### src/rtl/simon_pkg.sv
// Shared types and helpers for the Simon game datapath: colour encoding,
// round sizing and the player input capture state encoding.
package simon_pkg;

    typedef logic [1:0] colour_t;

    localparam colour_t COLOUR_SW0 = 2'b00;
    localparam colour_t COLOUR_SW1 = 2'b01;
    localparam colour_t COLOUR_SW2 = 2'b10;
    localparam colour_t COLOUR_SW3 = 2'b11;

    localparam int unsigned MAX_ROUNDS = 33;
    localparam int unsigned IDX_W      = $clog2(MAX_ROUNDS + 1);

    typedef enum logic [2:0] {
        CAP_IDLE         = 3'd0,
        CAP_ARMED        = 3'd1,
        CAP_WAIT_PRESS   = 3'd2,
        CAP_DEBOUNCE     = 3'd3,
        CAP_WAIT_RELEASE = 3'd4
    } capture_state_e;

    function automatic logic is_onehot(input logic [3:0] p);
        return (p != 4'd0) && ((p & (p - 4'd1)) == 4'd0);
    endfunction

    // Only meaningful for one-hot patterns; anything else maps to SW0.
    function automatic colour_t onehot_to_colour(input logic [3:0] p);
        colour_t c;
        case (p)
            4'b0010: c = COLOUR_SW1;
            4'b0100: c = COLOUR_SW2;
            4'b1000: c = COLOUR_SW3;
            default: c = COLOUR_SW0;
        endcase
        return c;
    endfunction

endpackage

### src/rtl/player_input_capture_if.sv
// Control/result bus between the game fsm, player_input_capture and verify_input.
interface player_input_capture_if;
    import simon_pkg::*;

    logic             start;
    logic [IDX_W-1:0] round_len;
    logic             abort;
    colour_t          colour_o;
    logic             colour_valid;
    logic [IDX_W-1:0] entry_idx;
    logic             multi_err;
    logic             done;
    logic             timeout;
    logic             busy;

    modport master (
        output start, round_len, abort,
        input  colour_o, colour_valid, entry_idx, multi_err, done, timeout, busy
    );

    modport slave (
        input  start, round_len, abort,
        output colour_o, colour_valid, entry_idx, multi_err, done, timeout, busy
    );
endinterface

### src/rtl/player_input_capture_stable_detect.sv
// Two-flop switch synchroniser plus a saturating counter that reports when
// the synchronised pattern has matched ref_pat for N consecutive cycles.
module stable_detect #(
    parameter int unsigned N = 4
) (
    input  logic       clk,
    input  logic       reset,
    input  logic [3:0] sw,
    input  logic [3:0] ref_pat,
    input  logic       clear,
    output logic [3:0] ss,
    output logic       stable_c
);
    localparam int unsigned    CW   = (N > 1) ? $clog2(N) : 1;
    localparam logic [CW-1:0]  LAST = CW'(N - 1);

    logic [3:0]    s1;
    logic [CW-1:0] cnt;

    always_ff @(posedge clk) begin
        if (reset) begin
            s1  <= 4'd0;
            ss  <= 4'd0;
            cnt <= '0;
        end else begin
            s1 <= sw;
            ss <= s1;
            if (clear || (ss != ref_pat)) begin
                cnt <= '0;
            end else if (cnt != LAST) begin
                cnt <= cnt + CW'(1);
            end
        end
    end

    assign stable_c = (ss == ref_pat) && (cnt == LAST);
endmodule

### src/rtl/player_input_capture.sv
// Captures one debounced colour entry per switch press-and-release during the
// player's turn. Optional macro INPUT_TIMEOUT_EN enables the idle-press timeout.
module player_input_capture
    import simon_pkg::*;
#(
    parameter int unsigned DEBOUNCE_CYCLES = 1_000_000,
    parameter int unsigned TIMEOUT_CYCLES  = 250_000_000
) (
    input  logic                   clk,
    input  logic                   reset,
    input  logic [3:0]             sw,
    player_input_capture_if.slave  bus
);
    localparam logic [2:0] S_IDLE         = 3'(CAP_IDLE);
    localparam logic [2:0] S_ARMED        = 3'(CAP_ARMED);
    localparam logic [2:0] S_WAIT_PRESS   = 3'(CAP_WAIT_PRESS);
    localparam logic [2:0] S_DEBOUNCE     = 3'(CAP_DEBOUNCE);
    localparam logic [2:0] S_WAIT_RELEASE = 3'(CAP_WAIT_RELEASE);

    logic [2:0]       state, state_next;
    logic [IDX_W-1:0] round_len_q, round_len_next;
    logic [IDX_W-1:0] count_q, count_next;
    logic [3:0]       pattern_q, pattern_next;
    colour_t          colour_q, colour_next;
    logic [IDX_W-1:0] idx_q, idx_next;
    logic             valid_q, valid_next;
    logic             multi_q, multi_next;
    logic             done_q, done_next;
    logic             timeout_q, timeout_next;
    logic             busy_q;

    logic [3:0]       ss;
    logic [3:0]       ref_pat_c;
    logic             stable_c;
    logic             clear_c;

    // One stability checker serves ARMED/WAIT_RELEASE (all off) and DEBOUNCE (latched pattern).
    assign ref_pat_c = (state == S_DEBOUNCE) ? pattern_q : 4'd0;
    assign clear_c   = (state_next != state);

    stable_detect #(.N(DEBOUNCE_CYCLES)) u_stable (
        .clk      (clk),
        .reset    (reset),
        .sw       (sw),
        .ref_pat  (ref_pat_c),
        .clear    (clear_c),
        .ss       (ss),
        .stable_c (stable_c)
    );

`ifdef INPUT_TIMEOUT_EN
    localparam int unsigned        TW       = (TIMEOUT_CYCLES > 1) ? $clog2(TIMEOUT_CYCLES) : 1;
    localparam logic [TW-1:0]      TMO_LAST = TW'(TIMEOUT_CYCLES - 1);

    logic [TW-1:0] tmo_cnt;
    logic          tmo_hit_c;

    // Idle-press counter: zero outside WAIT_PRESS, so every entry starts fresh.
    always_ff @(posedge clk) begin
        if (reset || (state != S_WAIT_PRESS)) begin
            tmo_cnt <= '0;
        end else if (tmo_cnt != TMO_LAST) begin
            tmo_cnt <= tmo_cnt + TW'(1);
        end
    end

    assign tmo_hit_c = (tmo_cnt == TMO_LAST);
`else
    logic unused_timeout_cfg;
    assign unused_timeout_cfg = ^TIMEOUT_CYCLES;
`endif

    always_ff @(posedge clk) begin
        if (reset) begin
            state       <= S_IDLE;
            round_len_q <= '0;
            count_q     <= '0;
            pattern_q   <= 4'd0;
            colour_q    <= COLOUR_SW0;
            idx_q       <= '0;
            valid_q     <= 1'b0;
            multi_q     <= 1'b0;
            done_q      <= 1'b0;
            timeout_q   <= 1'b0;
            busy_q      <= 1'b0;
        end else begin
            state       <= state_next;
            round_len_q <= round_len_next;
            count_q     <= count_next;
            pattern_q   <= pattern_next;
            colour_q    <= colour_next;
            idx_q       <= idx_next;
            valid_q     <= valid_next;
            multi_q     <= multi_next;
            done_q      <= done_next;
            timeout_q   <= timeout_next;
            busy_q      <= (state_next != S_IDLE);
        end
    end

    always_comb begin
        state_next     = state;
        round_len_next = round_len_q;
        count_next     = count_q;
        pattern_next   = pattern_q;
        colour_next    = colour_q;
        idx_next       = idx_q;
        valid_next     = 1'b0;
        multi_next     = 1'b0;
        done_next      = 1'b0;
        timeout_next   = 1'b0;

        // abort overrides every transition and suppresses all pulses
        if (bus.abort) begin
            state_next = S_IDLE;
        end else begin
            case (state)
                S_IDLE: begin
                    if (bus.start) begin
                        round_len_next = bus.round_len;
                        count_next     = '0;
                        if (bus.round_len == '0) begin
                            done_next = 1'b1;
                        end else begin
                            state_next = S_ARMED;
                        end
                    end
                end
                S_ARMED: begin
                    if (stable_c) begin
                        state_next = S_WAIT_PRESS;
                    end
                end
                S_WAIT_PRESS: begin
                    if (ss != 4'd0) begin
                        pattern_next = ss;
                        state_next   = S_DEBOUNCE;
                    end
`ifdef INPUT_TIMEOUT_EN
                    else if (tmo_hit_c) begin
                        timeout_next = 1'b1;
                        state_next   = S_IDLE;
                    end
`endif
                end
                S_DEBOUNCE: begin
                    if (ss != pattern_q) begin
                        state_next = S_WAIT_PRESS;
                    end else if (stable_c) begin
                        if (is_onehot(pattern_q)) begin
                            valid_next  = 1'b1;
                            colour_next = onehot_to_colour(pattern_q);
                            idx_next    = count_q;
                            if (count_q != '1) begin
                                count_next = count_q + IDX_W'(1);
                            end
                        end else begin
                            multi_next = 1'b1;
                        end
                        state_next = S_WAIT_RELEASE;
                    end
                end
                S_WAIT_RELEASE: begin
                    if (stable_c) begin
                        if (count_q == round_len_q) begin
                            done_next  = 1'b1;
                            state_next = S_IDLE;
                        end else begin
                            state_next = S_WAIT_PRESS;
                        end
                    end
                end
                default: state_next = S_IDLE;
            endcase
        end
    end

    assign bus.colour_o     = colour_q;
    assign bus.colour_valid = valid_q;
    assign bus.entry_idx    = idx_q;
    assign bus.multi_err    = multi_q;
    assign bus.done         = done_q;
    assign bus.timeout      = timeout_q;
    assign bus.busy         = busy_q;
endmodule

### src/flat_wrapper.sv
// flat-port wrapper written by rule: the top's interface ports become plain ports
module player_input_capture_flat import simon_pkg::*;
#(
    parameter int unsigned DEBOUNCE_CYCLES = 1_000_000,
    parameter int unsigned TIMEOUT_CYCLES  = 250_000_000
)
  (clk, reset, sw, bus_start, bus_round_len, bus_abort, bus_colour_o, bus_colour_valid, bus_entry_idx, bus_multi_err, bus_done, bus_timeout, bus_busy);
  player_input_capture_if bus_i ();
  input  logic clk;
  input  logic reset;
  input  logic [3:0] sw;
  input wire logic [$bits(bus_i.start)-1:0] bus_start;
  input wire logic [$bits(bus_i.round_len)-1:0] bus_round_len;
  input wire logic [$bits(bus_i.abort)-1:0] bus_abort;
  output wire logic [$bits(bus_i.colour_o)-1:0] bus_colour_o;
  output wire logic [$bits(bus_i.colour_valid)-1:0] bus_colour_valid;
  output wire logic [$bits(bus_i.entry_idx)-1:0] bus_entry_idx;
  output wire logic [$bits(bus_i.multi_err)-1:0] bus_multi_err;
  output wire logic [$bits(bus_i.done)-1:0] bus_done;
  output wire logic [$bits(bus_i.timeout)-1:0] bus_timeout;
  output wire logic [$bits(bus_i.busy)-1:0] bus_busy;
  assign bus_i.start = bus_start;
  assign bus_i.round_len = bus_round_len;
  assign bus_i.abort = bus_abort;
  assign bus_colour_o = bus_i.colour_o;
  assign bus_colour_valid = bus_i.colour_valid;
  assign bus_entry_idx = bus_i.entry_idx;
  assign bus_multi_err = bus_i.multi_err;
  assign bus_done = bus_i.done;
  assign bus_timeout = bus_i.timeout;
  assign bus_busy = bus_i.busy;
  player_input_capture #(.DEBOUNCE_CYCLES(DEBOUNCE_CYCLES), .TIMEOUT_CYCLES(TIMEOUT_CYCLES)) u_core (.clk(clk), .reset(reset), .sw(sw), .bus(bus_i));
endmodule
### config.mk
export PLATFORM = sky130hd
export DESIGN_NAME = player_input_capture_flat
export DESIGN_NICKNAME = d
export VERILOG_FILES = /design/src/rtl/simon_pkg.sv /design/src/rtl/player_input_capture_if.sv /design/src/rtl/player_input_capture_stable_detect.sv /design/src/rtl/player_input_capture.sv /design/src/flat_wrapper.sv
export SDC_FILE = /design/constraint.sdc
export NUM_CORES = 1
export LEC_CHECK = 0
export ABC_CLOCK_PERIOD_IN_PS = 3020
export BUFFER_PORTS_ARGS = -buffer_cell sky130_fd_sc_hd__buf_2
export CORE_ASPECT_RATIO = 1.2
export CORE_MARGIN = 4
export CORE_UTILIZATION = 30
export CTS_CLUSTER_DIAMETER = 60
export DETAILED_ROUTE_END_ITERATION = 12
export HOLD_SLACK_MARGIN = 0.1
export SLEW_MARGIN = 40
export SYNTH_ARGS = -nofsm -noshare
export SYNTH_HDL_FRONTEND = slang
export SYNTH_SLANG_ARGS = --single-unit
### constraint.sdc
create_clock -name clk -period 3.02 [get_ports clk]
set_clock_uncertainty 0.2 [all_clocks]
set_input_delay 0.604 -clock clk [delete_from_list [all_inputs] [get_ports clk]]
set_output_delay 0.604 -clock clk [all_outputs]
set_load 0.02 [all_outputs]
### Word-level counts from Yosys, hierarchy flattened

Index checks and enable logic that the tools add are counted.

* flip-flop bits (word level): 59
* bits of input ports: 14
* output and inout port bits: 13
* word-level logic and storage cells: 83

* $add $sub $neg: 3
* eq/ne operators: 20
* muxes and demuxes: 25
* bitwise gates (word level): 5
* reductions and logical operators: 17

Operators by type and width (count)
* $mux W6: 5
* $mux W3: 8
* $add A20 B1 Y20 const B: 1
* $eq A20 B20 Y1 const B: 1
* $ne A20 B20 Y1 const B: 1
* $pmux W3 S5: 1
* $pmux W6 S2: 1
* $ne A2 B2 Y1 const B: 4
* $ne A4 B4 Y1: 2
* $reduce_bool A4 Y1: 2
* $reduce_and A7 Y1: 1
* $add A6 B1 Y6 const B: 1
* $eq A3 B2 Y1 const B: 2
* $eq A6 B6 Y1: 1
* $logic_not A6 Y1: 1
* $mux W1: 6
* $ne A6 B6 Y1 const B: 1
* $pmux W2 S3: 1
* $reduce_and A3 Y1: 2
* $reduce_and A5 Y1: 1
* $reduce_or A5 Y1: 1
* $and A4 B4 Y4: 1
* $eq A4 B2 Y1 const B: 1
* $eq A4 B3 Y1 const B: 1
* other kinds (18): 23

### Logic depth before layout (Yosys ltp)

* depth in word-level cells: 11
* depth in mapped cells: 9
* mapped depth without buffers: 7

### Hierarchy

A second synthesis with hierarchy kept.

* cell total of the unflattened synthesis: 334
* area total of the unflattened synthesis: 2961.6 um^2

By module, submodules not included
* player_input_capture: times used 1, cells an instance 193, area each 1661.6 um^2, sequential area each 620.6 um^2
* stable_detect: times used 1, cells an instance 141, area each 1300.0 um^2, sequential area each 560.5 um^2

### Least setup slack after synthesis

No wires, ideal clock.

* kind: input to register
* from: input port bus_abort
* to: register u_core.count_q[3]
* setup time: 0.070 ns
* arrival: 2.370 ns
* required time: 2.750 ns
* path slack: 0.380 ns
* cell stages on the path: 8
* path buffers: 2
* cells stage by stage: or3_1 -> or2_1 -> buf_2 -> a211oi_1 -> nand4b_1 -> clkbuf_1 -> or3_1 -> a21oi_1

* longest elaborated chain between the ends: 2

Ends and longest elaborated chain
* start: declaration: RTL line flat_wrapper.sv:14 `input wire logic [$bits(bus_i.abort)-1:0] bus_abort;`
* $not A1 Y1 (no line)
* $reduce_and A7 Y1 (no line)
* end signal: assignment: RTL line player_input_capture.sv:89 `count_q <= count_next;`
* end: declaration: RTL line player_input_capture.sv:22 `logic [IDX_W-1:0] count_q, count_next;`

No other way between the ends.
A chain may end at the register's enable or synchronous reset.

### Worst setup path in the final report

* from: register u_core.u_stable.cnt[0]
* to: register u_core.busy_q, in the netlist u_core.bus.busy

* longest elaborated chain between the ends: 7
* elaborated cells between the ends (all ways): 9
* classes of those cells: 1 x eq/ne; 6 x mux; 2 x reduce/logical

Ends and longest elaborated chain
* start: declaration: RTL line player_input_capture_stable_detect.sv:18 `logic [CW-1:0] cnt;`
* start signal: assignment: RTL line player_input_capture_stable_detect.sv:31 `cnt <= cnt + CW'(1);`
* $eq A20 B20 Y1 *: RTL line player_input_capture_stable_detect.sv:36 `assign stable_c = (ss == ref_pat) && (cnt == LAST);`
* $logic_and A1 B1 Y1 *: RTL line player_input_capture_stable_detect.sv:36
* $mux W3: RTL line player_input_capture.sv:149 `end else if (stable_c) begin`
* $mux W3: RTL line player_input_capture.sv:147 `if (ss != pattern_q) begin`
* $pmux W3 S5 *: RTL line player_input_capture.sv:117 `case (state)`
* $mux W3 *: RTL line player_input_capture.sv:114 `if (bus.abort) begin`
* $reduce_bool A3 Y1 *: RTL line player_input_capture.sv:97 `busy_q <= (state_next != S_IDLE);`
* end signal: assignment: RTL line player_input_capture.sv:97
* end: declaration: RTL line player_input_capture.sv:30 `logic busy_q;`

Mark *: on every way between the ends. The rest lies on a longest branch, timed or not.

==> results by group <==
Final layout
  • Layout cells sized above 1: between 10 and 15%
  • Post-layout util: 36.2%
  • Synthesis-to-layout area growth: 16.2%
  • Number of fill cells: slightly above 900
  • Ant diodes: 0
  • Finished Layout Cells: 460
  • NumNets Final: roughly 360

Yosys
  • Area leader, netlist: dfxtp_1
  • Syn_area_per_cell: approximately 8.6 um2
  • Synth Flop Type: dfxtp_1
  • Net Count, Synth: around 330
  • Most numerous cell in the Yosys netlist: dfxtp_1
  • Post-synthesis cell type count: 45
  • Synthesized cell area: 2700 um2
  • Synth Warn #: 0
  • Synth Register Bits: 59
  • Post-synthesis cell count: between 300 and 400
  • Top cells by count, synth: dfxtp_1 (59), nor2_1 (48), nand2_1 (28), xor2_1 (17), a21oi_1 (15)
  • Share of the synthesized area in the top cell type: approximately 44%
  • Synth area leaders: dfxtp_1 (44%), nor2_1 (6.7%), xor2_1 (5.5%), mux2i_1 (4.1%), nand2_1 (3.9%)
  • Seq/Total Area, Yosys: 43.8%
  • EDFF count, synth: 0
  • Async S/R FF share, synth: 0%

Worst hold path
  • Hold path endpoint: u_core.u_stable.ss[2]$_SDFF_PP0_
  • Hold Crit Start: u_core.u_stable.s1[2]$_SDFF_PP0_
  • Hold WC Path Type: reg2reg
  • Hold Path Stages: 1

Route
  • Vias: ~2200
  • Vias per cell: between 4 and 5
  • DRC viols: 0
  • Antenna Nets Post-Route: 0
  • Average routed wire per standard cell: around 12 um
  • Drt pass-1 iters: 4
  • DRT Wirelength: approximately 5400 um
  • DR iter-0 viols: a little over 60

Setup path
  • Critical path arrival: between 2 and 3 ns
  • R2R cell count: 7
  • Worst path cell trace: ha_1, and3_1, nand3_1, or3_1, nor3_1, a31o_2, a41oi_1
  • Crit-path slowest cell: or3_1
  • Critical Path RT: roughly 3 ns
  • R2r endpoint: u_core.bus.busy$_SDFF_PP0_
  • Critical path type: reg2reg
  • CP peak stage delay: 0.53 ns
  • CP Capture Type: flip-flop
  • Worst r2r src: u_core.u_stable.cnt[0]$_SDFFE_PP0P_
  • CP Max Fanout: 9
  • FF-to-FF setup slack: around 0.42 ns
  • Type of origin of the critical path: flip-flop

Power
  • PwrDens: about 500 nW/um2
  • Psw: 0.000358 W
  • Switching Share: about 22%
  • Leakage: between 1 and 1.5 nW
  • Clk pwr share: roughly 45%
  • Max VDD drop: ~0.24 mV
  • Int Pwr: between 0.001 and 0.0015 W
  • Comb pwr share: roughly 5%
  • Sequential Power Share: 50.0%
  • Final Power: approximately 0.0016 W

Die
  • Row cnt: 37
  • Full die area: ~11000 um2
  • Die X: between 90 and 100 um
  • Initial core utilization: 31.1%
  • I/O pins: 27
  • Die Span Y: approximately 110 um
  • Core ar.: about 8700 um2

Global route
  • Grt total ovfl: 0
  • Initial antenna violation count: 0
  • Vias in the first global route: around 2100
  • Largest net degree at the start of global routing: 39
  • First-pass GRT wire length: roughly 9300 um
  • All-Layer GR Usage: 11.1%

Timing
  • RSZ-0062 raised after global routing: no
  • Setup TNS: 0 ns
  • Least-Margin Pin Slew: between 0.7 and 0.8 ns
  • # setup viols final: 0
  • Slew Viols, Final: 0
  • Fin. Hold Viols: 0
  • Minimum clock period: around 2.6 ns
  • Relative slew slack: about half
  • Fmax: a little under 400 MHz
  • Final cycle utilization of the critical path: around 86%

Outcome
  • Outcome: complete, no violations

Flow run
  • Number of max-cap violations: 0

Place
  • Cells after DPL: around 450
  • Dpl hpwl: just under 4000 um
  • # port buffers: 25
  • Placer congestion estimate: between 0.7 and 0.8

Clocking
  • Worst-Skew Late Latency: 0.33 ns
  • Postcts setup bufs: 0
  • CTS tree: built
  • Clock transition at the registers of the reported paths: ~0.060 ns
  • Number of buffers created by CTS: 9
  • Sink Count: 59
  • # H-tree levels: 3
  • Post_cts resized: 0
  • # hold bufs at CTS: 0
  • Clock root buffer: clkbuf_8
  • Maximum clock path buffer count: 2
[placed cells by master, fill, tap and decap left out, types with 3 or more instances in the layout]
master	synthesis	layout
or2_1	3	3
inv_1	5	5
buf_2	2	25
a21oi_1	15	15
nand4_1	6	6
or4_1	4	4
a211oi_1	3	3
o21ai_0	9	9
nor3_1	6	6
nand3_1	12	12
buf_4	1	4
nor2b_1	10	10
nand2_1	28	28
or3_1	6	6
nor4b_1	4	4
dfxtp_1	59	59
mux2i_1	11	11
nor4_1	3	3
xor2_1	17	17
nor2_1	48	48
nand2b_1	5	5
clkbuf_8	0	11
xnor2_1	10	10
and3_1	11	11
[flip-flops by register name, indices dropped and copies added (netlist names)]
name                     cells
u_core.u_stable.cnt         20
u_core.bus.busy              1
u_core.state                 3
u_core.bus.entry_idx         6
u_core.pattern_q             4
u_core.bus.done              1
u_core.bus.multi_err         1
u_core.bus.colour_valid      1
u_core.u_stable.ss           4
u_core.u_stable.s1           4
u_core.round_len_q           6
u_core.count_q               6
u_core.bus.colour_o          2
[critical path, delay by kind of cell (launching register included)]
kind	cells	cell delay [ns]
AOI/OAI and AO/OA	2	0.33
adders and majority gates	1	0.23
and+or+nand+nor	4	1.28
DFF	1	0.39
[worst max path at each step]
stage                                              from                              to  slack [ns]  depth (start not counted)
floorplan                                     bus_abort  u_core.count_q[3]$_SDFFE_PP0P_        0.38                          8
global placement                              bus_abort  u_core.count_q[4]$_SDFFE_PP0P_        0.30                          8
detailed placement                            bus_abort  u_core.count_q[4]$_SDFFE_PP0P_        0.28                          8
CTS                 u_core.u_stable.cnt[0]$_SDFFE_PP0P_      u_core.bus.busy$_SDFF_PP0_        0.41                          7
global route        u_core.u_stable.cnt[0]$_SDFFE_PP0P_      u_core.bus.busy$_SDFF_PP0_        0.27                          7
finish              u_core.u_stable.cnt[0]$_SDFFE_PP0P_      u_core.bus.busy$_SDFF_PP0_        0.42                          7
[power groups by stage]
stage               clock (W)  sequential [W]  combinational, W
finish               0.000719        0.000798         0.0000806
global route         0.000780        0.000800         0.0000911
CTS                  0.000745        0.000798         0.0000820
detailed placement          0        0.000816         0.0000817
global placement            0        0.000815         0.0000808
floorplan                   0        0.000815         0.0000567
[stage by stage]
stage / setup WS, ns / hold slack, ns / area (um2)
floorplan: 0.380 / 0.214 / 2700
global placement: 0.303 / 0.220 / 2930
detailed placement: 0.278 / 0.223 / 2930
CTS: 0.413 / 0.239 / 3130
global route: 0.268 / 0.265 / 3130
finish: 0.423 / 0.237 / 3130
[cell type report]
type                       instances  area, um2  area share, %
multi-input combinational        235       1430           45.6
sequential                        59       1180           37.7
timing repair buffer              29        155           4.95
clock buffer                      11        151           4.83
tap                              117        146           4.67
clock inverter                     4       50.0           1.60
inverter                           5       18.8          0.599
[per-layer routing]
| layer | wire length (um) | global-route usage (%) | share of wire [%] |
|---|---|---|---|
| met1 | 2510 | 13.0 | 46 |
| met4 | 72 | 3.46 | 1.3 |
| met3 | 224 | 4.73 | 4.1 |
| met5 | 0 | 0 | 0 |
| met2 | 2630 | 18.2 | 48 |
[cells by family (layout without fill, tap and decap cells)]
logic type,count (synthesis),after routing,share of synthesized area [%]
adders and majority gates,2,2,0.928
other,1,1,0.139
buffers and inverters,19,49,3.16
AOI/OAI and AO/OA,37,37,8.26
DFF,59,59,43.8
muxes,12,12,4.50
xor gates and xnor gates,27,27,8.77
and+or+nand+nor,156,156,30.4
Power figures use the tool's default switching activity.
